## src/rtl/status_led_pkg.sv

```systemverilog
// Shared definitions for the status LED blocks: code width, default timing
// and the blink coder FSM state encoding.
package status_led_pkg;

  localparam int CODE_WIDTH         = 4;
  localparam int PAUSE_TICKS_DEF    = 4;
  localparam int STRETCH_CYCLES_DEF = 1000000;

  typedef logic [CODE_WIDTH-1:0] code_t;
  typedef logic [1:0]            state_t;

  localparam state_t IDLE      = 2'd0;
  localparam state_t BLINK_ON  = 2'd1;
  localparam state_t BLINK_OFF = 2'd2;
  localparam state_t PAUSE     = 2'd3;

endpackage

```

## src/rtl/pulse_stretcher.sv

```systemverilog
// Retriggerable one-shot: trig (re)loads the counter, active is high while
// the counter is nonzero.
module pulse_stretcher #(
  parameter int STRETCH_CYCLES = 1000000
) (
  input  logic clk_in,
  input  logic reset_in,
  input  logic trig,
  output logic active
);

  localparam int CNT_W = (STRETCH_CYCLES < 2) ? 1 : $clog2(STRETCH_CYCLES + 1);
  localparam logic [CNT_W-1:0] LOAD = CNT_W'(STRETCH_CYCLES);

  logic [CNT_W-1:0] count;

  // NOTE: sequential state uses non-blocking assignments so every flop samples
  // pre-edge values regardless of block ordering.
  always_ff @(posedge clk_in) begin
    if (!reset_in) begin
      count <= '0;
    end else if (trig) begin
      count <= LOAD;
    end else if (count != '0) begin
      count <= count - CNT_W'(1);
    end
  end

  assign active = (count != '0);

endmodule

```

## src/rtl/led_blink_coder.sv

```systemverilog
// Drives a status LED: heartbeat with activity flash when idle, otherwise
// blinks the pending/active error code as a repeating group of pulses.
module led_blink_coder
  import status_led_pkg::*;
#(
  parameter int PAUSE_TICKS    = PAUSE_TICKS_DEF,
  parameter int STRETCH_CYCLES = STRETCH_CYCLES_DEF
) (
  input  logic        clk_in,
  input  logic        reset_in,
  input  logic        pulse_in,
  input  logic [3:0]  err_code_in,
  input  logic        err_valid_in,
  input  logic        err_clear_in,
  input  logic        activity_in,
  output logic        led_out,
  output logic        busy_out
);

  localparam logic [3:0] PAUSE_LOAD = 4'(PAUSE_TICKS);

  logic       pulse_q, pulse_d, tick, stretch_active;
  state_t     state, state_n;
  logic       pend_valid, pend_valid_n;
  code_t      pend_code, pend_code_n, act_code, act_code_n;
  code_t      blink_cnt, blink_cnt_n, blink_dec;
  logic [3:0] pause_cnt, pause_cnt_n, pause_dec;

  pulse_stretcher #(.STRETCH_CYCLES(STRETCH_CYCLES)) u_stretch (
    .clk_in   (clk_in),
    .reset_in (reset_in),
    .trig     (activity_in),
    .active   (stretch_active)
  );

  assign tick = pulse_q ^ pulse_d;

  // NOTE: every variable gets a default first so no path leaves it unassigned
  // and no latch is inferred.
  always_comb begin
    state_n      = state;
    pend_valid_n = pend_valid;
    pend_code_n  = pend_code;
    act_code_n   = act_code;
    blink_cnt_n  = blink_cnt;
    pause_cnt_n  = pause_cnt;
    blink_dec    = blink_cnt - code_t'(1);
    pause_dec    = pause_cnt - 4'd1;

    if (err_clear_in) begin
      state_n      = IDLE;
      pend_valid_n = 1'b0;
      pend_code_n  = '0;
      act_code_n   = '0;
      blink_cnt_n  = '0;
      pause_cnt_n  = '0;
    end else begin
      case (state)
        IDLE: if (tick && pend_valid) begin
          state_n      = BLINK_ON;
          act_code_n   = pend_code;
          blink_cnt_n  = pend_code;
          pend_valid_n = 1'b0;
        end
        BLINK_ON: if (tick) state_n = BLINK_OFF;
        BLINK_OFF: if (tick) begin
          blink_cnt_n = blink_dec;
          if (blink_dec == '0) begin
            state_n     = PAUSE;
            pause_cnt_n = PAUSE_LOAD;
          end else begin
            state_n = BLINK_ON;
          end
        end
        PAUSE: if (tick) begin
          pause_cnt_n = pause_dec;
          if (pause_dec == '0) begin
            state_n = BLINK_ON;
            if (pend_valid) begin
              act_code_n   = pend_code;
              blink_cnt_n  = pend_code;
              pend_valid_n = 1'b0;
            end else begin
              blink_cnt_n = act_code;
            end
          end
        end
        default: state_n = IDLE;
      endcase
      // Written after consumption so a same-cycle code survives as the next pending.
      if (err_valid_in && err_code_in != '0) begin
        pend_valid_n = 1'b1;
        pend_code_n  = err_code_in;
      end
    end
  end

  always_ff @(posedge clk_in) begin
    if (!reset_in) begin
      pulse_q    <= 1'b0;
      pulse_d    <= 1'b0;
      state      <= IDLE;
      pend_valid <= 1'b0;
      pend_code  <= '0;
      act_code   <= '0;
      blink_cnt  <= '0;
      pause_cnt  <= '0;
      led_out    <= 1'b0;
      busy_out   <= 1'b0;
    end else begin
      pulse_q    <= pulse_in;
      pulse_d    <= pulse_q;
      state      <= state_n;
      pend_valid <= pend_valid_n;
      pend_code  <= pend_code_n;
      act_code   <= act_code_n;
      blink_cnt  <= blink_cnt_n;
      pause_cnt  <= pause_cnt_n;
      // Outputs come from next-state values so they land with the state flop.
      led_out    <= (state_n == IDLE) ? (pulse_in ^ stretch_active) : (state_n == BLINK_ON);
      busy_out   <= (state_n != IDLE) || pend_valid_n;
    end
  end

endmodule

```

## config.mk

```make
export PLATFORM = sky130hd
export DESIGN_NAME = led_blink_coder
export DESIGN_NICKNAME = d
export VERILOG_FILES = /design/src/rtl/status_led_pkg.sv /design/src/rtl/pulse_stretcher.sv /design/src/rtl/led_blink_coder.sv
export SDC_FILE = /design/constraint.sdc
export NUM_CORES = 1
export LEC_CHECK = 0
export CAP_MARGIN = 10
export CORE_MARGIN = 5
export CORE_UTILIZATION = 55
export CTS_CLUSTER_SIZE = 14
export DETAILED_ROUTE_END_ITERATION = 8
export GPL_ROUTABILITY_DRIVEN = 0
export HOLD_SLACK_MARGIN = 0.02
export PLACE_DENSITY = 0.78
export SYNTH_ARGS = -nofsm -noshare
export SYNTH_HDL_FRONTEND = slang
export SYNTH_HIERARCHICAL = 1
export SYNTH_SLANG_ARGS = --single-unit
```

## constraint.sdc

```tcl
create_clock -name clk_in -period 5.2 [get_ports clk_in]
set_input_delay 0.78 -clock clk_in [delete_from_list [all_inputs] [get_ports clk_in]]
set_output_delay 0.78 -clock clk_in [all_outputs]
set_load 0.1 [all_outputs]
```

### Word-level counts from Yosys, hierarchy flattened

Index checks and enable logic that the tools add are counted.

* add/subtract/negate cells: 3
* multipliers: 0
* div/mod/pow operators: 0
* order comparisons: 0
* eq/ne operators: 9
* shifts and indexed selects: 0
* muxes and demuxes: 28
* bitwise logic cells: 3
* reduce and logical (&&, ||, !) cells: 19

Operator list (count)
* two-way mux 20 bit: 2
* two-way mux 4 bit: 8
* nonzero test 20 bit: 1
* subtractor 20 x 1 -> 20 bit, second input constant: 1
* one-hot mux 4 bit (2 select lines): 2
* two-way mux 2 bit: 7
* one-hot mux 4 bit (3 select lines): 1
* != test 2 bit, second input constant: 5
* zero test 4 bit: 2
* one-hot mux 2 bit (4 select lines): 1
* AND reduction 4 bit: 2
* nonzero test 2 bit: 4
* subtractor 4 x 1 -> 4 bit, second input constant: 2
* two-way mux 1 bit: 6
* AND reduction 5 bit: 1
* equality test 2 x 1 -> 1 bit, second input constant: 2
* equality test 2 bit, second input constant: 2
* zero test 2 bit: 2
* nonzero test 4 bit: 1
* OR reduction 2 bit: 2
* nonzero test 3 bit: 1
* logical AND 1 bit: 2
* one-hot mux 1 bit (2 select lines): 1
* XOR 1 bit: 2
* 2 further kinds: 2

* register bits after elaboration: 43
* bits in latches: 0
* memory bits (writable): 0
* memory bits (read-only): 0
* bits of input ports: 10
* output and inout bits: 2
* logic and storage cells: 74
* memories kept: 0

### Logic depth before layout (Yosys ltp)

Gate-level depths: netlist (run 1).

* depth in word-level cells: 8
* gate-level depth with buffers: 8

### Modules after synthesis

Netlist (run 1), hierarchy kept.

Modules (own cells, without submodules)
* led_blink_coder: instances 1, cells each 143, area each 1256.2 µm², sequential area each 460.4 µm²
* pulse_stretcher: instances 1, cells each 123, area each 1034.7 µm², sequential area each 400.4 µm²

### Worst setup path before layout (run 1)

OpenSTA, ideal clock, no wires.

* kind: register to register
* start: reg u_stretch.count[0]
* end: reg u_stretch.count[14]
* library setup time: 74 ps
* arrival: 1982 ps
* data required time: 5126 ps
* slack: 3144 ps
* cell stages (with the launch flop): 7
* buffers on the path: 0
* cells stage by stage: dfxtp_1 > inv_1 > ha_1 > nor4b_1 > o2111ai_1 > or4_1 > a31oi_1

* cells in the longest elaborated chain, start to end: 3
* elaborated cells on any way between the ends: 5
* those cells by class: 1 x add/sub; 2 x mux; 2 x reduce/logical

RTL lines
* start, declared: RTL line pulse_stretcher.sv:15 `logic [CNT_W-1:0] count;`
* start signal, assigned: RTL line pulse_stretcher.sv:25 `count <= count - CNT_W'(1);`
* subtractor 20 x 1 -> 20 bit: RTL line pulse_stretcher.sv:25
* two-way mux 20 bit: RTL line pulse_stretcher.sv:24 `end else if (count != '0) begin`
* two-way mux 20 bit: RTL line pulse_stretcher.sv:22 `end else if (trig) begin`

Parallel ways exist; a longest one is shown, timed or not. The select of a mux whose other input is x is not followed.
A chain may end at the register's enable or synchronous reset.

### Worst setup path after layout (run 1)

* start: reg busy_out
* end: out busy_out

RTL lines
* start, declared: RTL line led_blink_coder.sv:17 `output logic busy_out`
* start signal, assigned: RTL line led_blink_coder.sv:121 `busy_out <= (state_n != IDLE) || pend_valid_n;`

No word-level cell between the ends.

==> metrics.md, run 1 <==
| Metric | Value |
|---|---|
| Post-route minimum period | 2.54 ns |
| MaxCap Viol Count | 0 |
| Die W | 74.5 microns |
| Setup violators final | 0 |
| First-pass GRT wire length | 8380 microns |
| Post-synth EDFFs | 0 |
| Worst vdd ir | 0.000166 V |
| Synth Instances | 266 |
| Height of the die | 74.5 microns |
| Core area | 0.00403 sq mm |
| Crit end category | primary output |
| Met1 Resource Use GR | 22.9% |
| Final Cell Area | 0.00253 sq mm |
| Syn nets | 285 |
| Period utilisation layout | 48.9% |
| IO buf count | 11 |
| Worst setup path class | reg -> out |
| Most common flop cell mapped by yosys | dfxtp_1 |
| Netlist cell types | 63 |
| Worst min-delay path category | reg -> reg |
| Sink Count | 43 |
| Commonest non-fill, non-tap cell in the layout | dfxtp_1 |
| Commonest non-fill, non-tap cells in the layout | dfxtp_1, nand2_1, nor2_1 |
| Total vias in the final route | 2022 |
| Area after DPL | 0.00243 sq mm |
| Placed cell count | 322 |
| Cell Rows | 23 |
| # hold bufs at CTS | 0 |
| H-tree depth | 2 |
| Ports | 12 |
| Gr ovfl total | 0 |
| Area grow syn2layout | 10.4% |
| Power per Cell Area | 281 mW/mm^2 |
| Syn. warnings | 6 |
| CP cell instances | clkdlybuf4s50_1 |
| DP HPWL | 3360 microns |
| Req. time, crit path | 4.42 ns |
| RSZ-0062 raised after global routing | no |
| Slew @ Worst Pin | 0.968 ns |
| Worst-Skew Late Latency | 0.30 ns |
| Post-CTS Setup Repair Bufs | 0 |
| Fin. max-slew vios | 0 |
| Drt initial violations | 139 |
| Rel. slew slack | 35.3% |
| Total negative slack | 0 ns |
| Number of remaining DRC errors | 0 |
| Synth Area in Adders | 4.92% |
| Design Power | 711 uW |
| CTS Buf Count | 5 |
| Die area | 0.00556 sq mm |
| Async set or reset register ratio after synthesis | 0% |
| Crit path DAT | 1.76 ns |
| Drt pass-1 iters | 5 |
| Clock slew at reported path FFs | 0.09 ns |
| Layout cell share with drive strength beyond 1 | 7.86% |
| Delay-heaviest family, CP | buffers and inverters |
| XOR/XNOR share of the synthesized area | 2.62% |
| N_diodes | 0 |
| Largest family of logic cells by synthesized area | compound AO/OA/AOI/OAI gates |
| GRT Overall Usage | 18.9% |
| CTS root buffer | clkbuf_8 |
| #FFs+latches synth | 43 |
| Met3 usage | 4.32% |
| Vias per Instance | 6.13 |
| Post-synthesis average cell area | 8.61 sq um |
| Fmax | 393 MHz |
| Status | finished clean |
| Sequential share of the synthesized area | 37.6% |
| CP Launch Type | flip-flop |
| Final setup skew | 0.00856 ns |
| Routed wire per std cell | 14.1 microns |
| Crit-path max cell delay | 1.13 ns |
| Leakage | 0.894 nW |
| Number of global-route vias before repair | 1912 |
| Met2 usage | 32.5% |
| CP Max Fanout | 1 |
| Mapped Area | 0.00229 sq mm |
| CTS tree | yes |
| Synth Area in Simple Gates | 24.2% |
| Initial Util | 56.9% |
| Final hold vios | 0 |
| Post-CTS resize count | 0 |
| Largest net degree at the start of global routing | 22 |
| Initial antenna violation count | 0 |
| Layout Cells excl Fill | 330 |
| WL final | 4640 microns |
| Antenna Nets Post-Route | 0 |
| Gr busiest metal | met2 |
| Worst-case clock buffer depth | 2 |
| Slowest cell on the critical path | clkdlybuf4s50_1 |
| Critical path buffers and inverters | 1 |
| Proportion of synthesized area in mux cells | 2.62% |
| Nets | 298 |
| Synth Area in Compound Gates | 24.3% |
## per-stage QoR
step / setup WS, ns / util, % / hold WS (ns)
after floorplan: 3.14 / - / 0.448
after global placement: 2.78 / 60.4 / 0.463
after detailed placement: 2.74 / 60.4 / 0.477
after CTS: 2.63 / 62.8 / 0.491
after global routing: 2.59 / 62.8 / 0.508
final: 2.66 / 62.8 / 0.486
## cells by family after synthesis
family / Yosys count
xor gates and xnor gates: 6
AOI/OAI and AO/OA: 79
adders and majority gates: 9
DFF: 43
muxes: 6
buffers and inverters: 20
and+or+nand+nor: 103
## report_power, final
part	leakage [nW]	internal (mW)	total (mW)	switching, mW
combinational	0.498	0.0517	0.128	0.0765
clock	0.0443	0.0960	0.218	0.122
sequential	0.352	0.346	0.365	0.0192
## state kept, by name, summed over array words and instances (netlist names)
name and flops:
pulse_q 1, pulse_d 1, blink_cnt 4, u_stretch/count 20, led_out 1, pause_cnt 4, pend_code 4, state 2
pend_valid 1, act_code 4, busy_out 1
## synth_stat cells (2+ instances only)
cell type,count,area (sq um)
a2111o_1,2,22.5
a2111oi_0,2,17.5
a211oi_1,5,37.5
a21oi_1,16,80.1
a222oi_1,3,30.0
a311oi_1,3,26.3
a31oi_1,10,62.6
and2_1,2,12.5
dfxtp_1,43,861
ha_1,9,113
inv_1,14,52.6
mux2i_1,6,60.1
nand2_1,25,93.8
nand2b_1,7,43.8
nand3_1,4,20.0
nand4_1,2,12.5
nor2_1,23,86.3
nor2b_1,2,12.5
nor3_1,6,30.0
nor4_1,5,31.3
o211a_1,2,20.0
o211ai_1,3,22.5
o21ai_0,10,50.1
o21ai_1,2,10.0
o31ai_1,6,45.0
o41ai_1,2,17.5
or2_2,2,12.5
or3_1,5,31.3
or3_2,2,15.0
or4_1,5,37.5
or4_4,2,22.5
xnor2_1,5,43.8
## cell type report
class / instances / area [sq um]
fill: 360 / 1500
multi-input combinational: 203 / 1350
sequential: 43 / 861
timing repair buffer: 11 / 110
clock buffer: 5 / 68.8
tap: 50 / 62.6
inverter: 15 / 56.3
clock inverter: 3 / 25.0
## per-layer routing
metal / wire length [microns] / vias to the layer above
li1: - / 1029
met1: 2120 / 933
met2: 2240 / 51
met5: 0 / -
met3: 197 / 9
met4: 82 / 0
## path summary, 6_finish.rpt
| check | start | cells after the start | slack, ns | end |
|---|---|---|---|---|
| setup reg to reg | u_stretch/count[0]$_SDFFE_PP0P_ | 6 | 2.67 | u_stretch/count[14]$_SDFFE_PN0P_ |
| setup / recovery | busy_out$_SDFF_PN0_ | 1 | 2.66 | busy_out |
| hold / removal | pend_code[0]$_SDFFE_PP0P_ | 2 | 0.49 | pend_code[0]$_SDFFE_PP0P_ |
| hold reg to reg | pend_code[0]$_SDFFE_PP0P_ | 2 | 0.49 | pend_code[0]$_SDFFE_PP0P_ |
(Power assumes the default switching activity.)
==> inputs of run 2 (changes only) <==
clock period = 2.4 ns   (was 5.2 ns; I/O delays follow)
==> metrics.md, run 2 (synthesized netlist as in run 1, its figures left out) <==
| Metric | Value |
|---|---|
| Die area | 0.00556 sq mm |
| Final setup skew | 0.00690 ns |
| Vias per Instance | 6.15 |
| Number of remaining DRC errors | 0 |
| Worst vdd ir | 0.000455 V |
| Die W | 74.5 microns |
| MaxCap Viol Count | 0 |
| Worst min-delay path category | reg -> reg |
| Commonest non-fill, non-tap cell in the layout | dfxtp_1 |
| RR Endpoint | u_stretch/count[17]$_SDFFE_PN0P_ |
| Hold_ws | 0.482 ns |
| Worst-case clock buffer depth | 2 |
| R2r setup slk | 0.28 ns |
| Max reg flops | 20 |
| Area grow syn2layout | 13.2% |
| Clock slew at reported path FFs | 0.08 ns |
| Hold Path Depth | 2 |
| Cell Rows | 23 |
| CTS Buf Count | 5 |
| Footprint of the multi-input gates | 0.00135 sq mm |
| Fin. max-slew vios | 0 |
| Core area | 0.00403 sq mm |
| Crit path DAT | 2.34 ns |
| Fillcell total | 354 |
| Slew @ Worst Pin | 0.512 ns |
| R2r startpoint | u_stretch/count[8]$_SDFFE_PP0P_ |
| HP Start | pend_code[1]$_SDFFE_PP0P_ |
| Post-CTS resize count | 0 |
| Power per Cell Area | 602 mW/mm^2 |
| Layout cell share with drive strength beyond 1 | 11.4% |
| Sink Count | 43 |
| Commonest non-fill, non-tap cells in the layout | dfxtp_1, nand2_1, nor2_1 |
| Final Cell Area | 0.00259 sq mm |
| Initial Util | 56.9% |
| CTS tree | yes |
| Leakage | 0.949 nW |
| Initial antenna violation count | 0 |
| Drt pass-1 iters | 5 |
| # hold bufs at CTS | 0 |
| GRT Overall Usage | 19.6% |
| Area after DPL | 0.00250 sq mm |
| Rel. slew slack | 65.0% |
| N_diodes | 0 |
| Drt initial violations | 97 |
| WL final | 4960 microns |
| Final hold vios | 0 |
| Total vias in the final route | 2084 |
| Reg with most FFs | u_stretch/count |
| Routed wire per std cell | 14.6 microns |
| Worst setup path class | reg -> reg |
| Height of the die | 74.5 microns |
| Worst-Skew Late Latency | 0.30 ns |
| Period utilisation layout | 88.2% |
| CTS root buffer | clkbuf_8 |
| Fmax | 472 MHz |
| Req. time, crit path | 2.62 ns |
| Register-to-Register Path Depth | 4 |
| Total negative slack | 0 ns |
| H-tree depth | 2 |
| Largest net degree at the start of global routing | 22 |
| Crit end category | flip-flop |
| Number of global-route vias before repair | 2062 |
| Design Power | 1.56 mW |
| Seq. cell area | 861 sq um |
| Ports | 12 |
| Status | finished clean |
| Worst Hold Endpoint | pend_code[1]$_SDFFE_PP0P_ |
| DP HPWL | 3620 microns |
| Post-route minimum period | 2.12 ns |
| First-pass GRT wire length | 8600 microns |
| RSZ-0062 raised after global routing | no |
| IO buf count | 11 |
| Final Core Density | 64.3% |
| Antenna Nets Post-Route | 0 |
| Gr ovfl total | 0 |
| Post-CTS Setup Repair Bufs | 0 |
| CP Launch Type | flip-flop |
| Setup violators final | 0 |
| CP Max Fanout | 8 |
| Nets | 308 |
run 2: cell count changes in the layout (fill, tap and decap cells not counted):
cell,before,now
buf_4,0,12
clkinvlp_4,1,0
clkdlybuf4s50_1,11,9
clkinv_4,2,0
clkbuf_8,5,6
clkinv_2,0,1
run 2: layer usage:
metal  vias to the layer above  wire length [microns]  GRT usage (%)
met1                       998                   2250           23.3
li1                       1043                      -              -
met2                        33                   2460           33.8
met4                         0                     74           7.91
met3                        10                    170           4.86
met5                         -                      0              0
run 2: cell type report:
cell class | count | share of cell area (%)
inverter | 15 | 2.17
clock buffer | 6 | 3.19
sequential | 43 | 33.2
timing repair buffer | 21 | 6.95
tap | 50 | 2.41
multi-input combinational | 203 | 51.9
clock inverter | 1 | 0.193
run 2: report_power, final:
part	internal [mW]	switching, mW
combinational	0.134	0.175
sequential	0.749	0.0406
clock	0.226	0.236
run 2: how the worst max path moves through the flow:
| stage | from | to | slack (ns) | depth (start not counted) |
|---|---|---|---|---|
| global placement | u_stretch/count[8]$_SDFFE_PP0P_ | u_stretch/count[17]$_SDFFE_PN0P_ | 0.36 | 4 |
| floorplan | u_stretch/count[0]$_SDFFE_PP0P_ | u_stretch/count[14]$_SDFFE_PN0P_ | 0.34 | 6 |
| detailed placement | u_stretch/count[8]$_SDFFE_PP0P_ | u_stretch/count[17]$_SDFFE_PN0P_ | 0.31 | 4 |
| CTS | u_stretch/count[8]$_SDFFE_PP0P_ | u_stretch/count[17]$_SDFFE_PN0P_ | 0.29 | 4 |
| finish | u_stretch/count[8]$_SDFFE_PP0P_ | u_stretch/count[17]$_SDFFE_PN0P_ | 0.28 | 4 |
| global route | blink_cnt[0]$_SDFFE_PP0P_ | pause_cnt[2]$_SDFFE_PP0P_ | 0.11 | 7 |
run 2: stage by stage:
stage	worst slack (ns)	instances
after floorplan	0.344	266
after global placement	0.355	332
after detailed placement	0.311	332
after CTS	0.292	339
after global routing	0.115	339
final	0.283	339
run 2: worst max-delay path: stages (launching register included):
cell and delay (ns):
dfxtp_1 0.37, or4_4 0.56, or4_4 0.55, or3b_1 0.39
a31oi_1 0.17
==> inputs of run 3 (changes only) <==
CTS_CLUSTER_SIZE = 24   (was 14)
==> results of run 3 <==
Same layout as run 2: the final DEF is identical, and so are final timing and power.
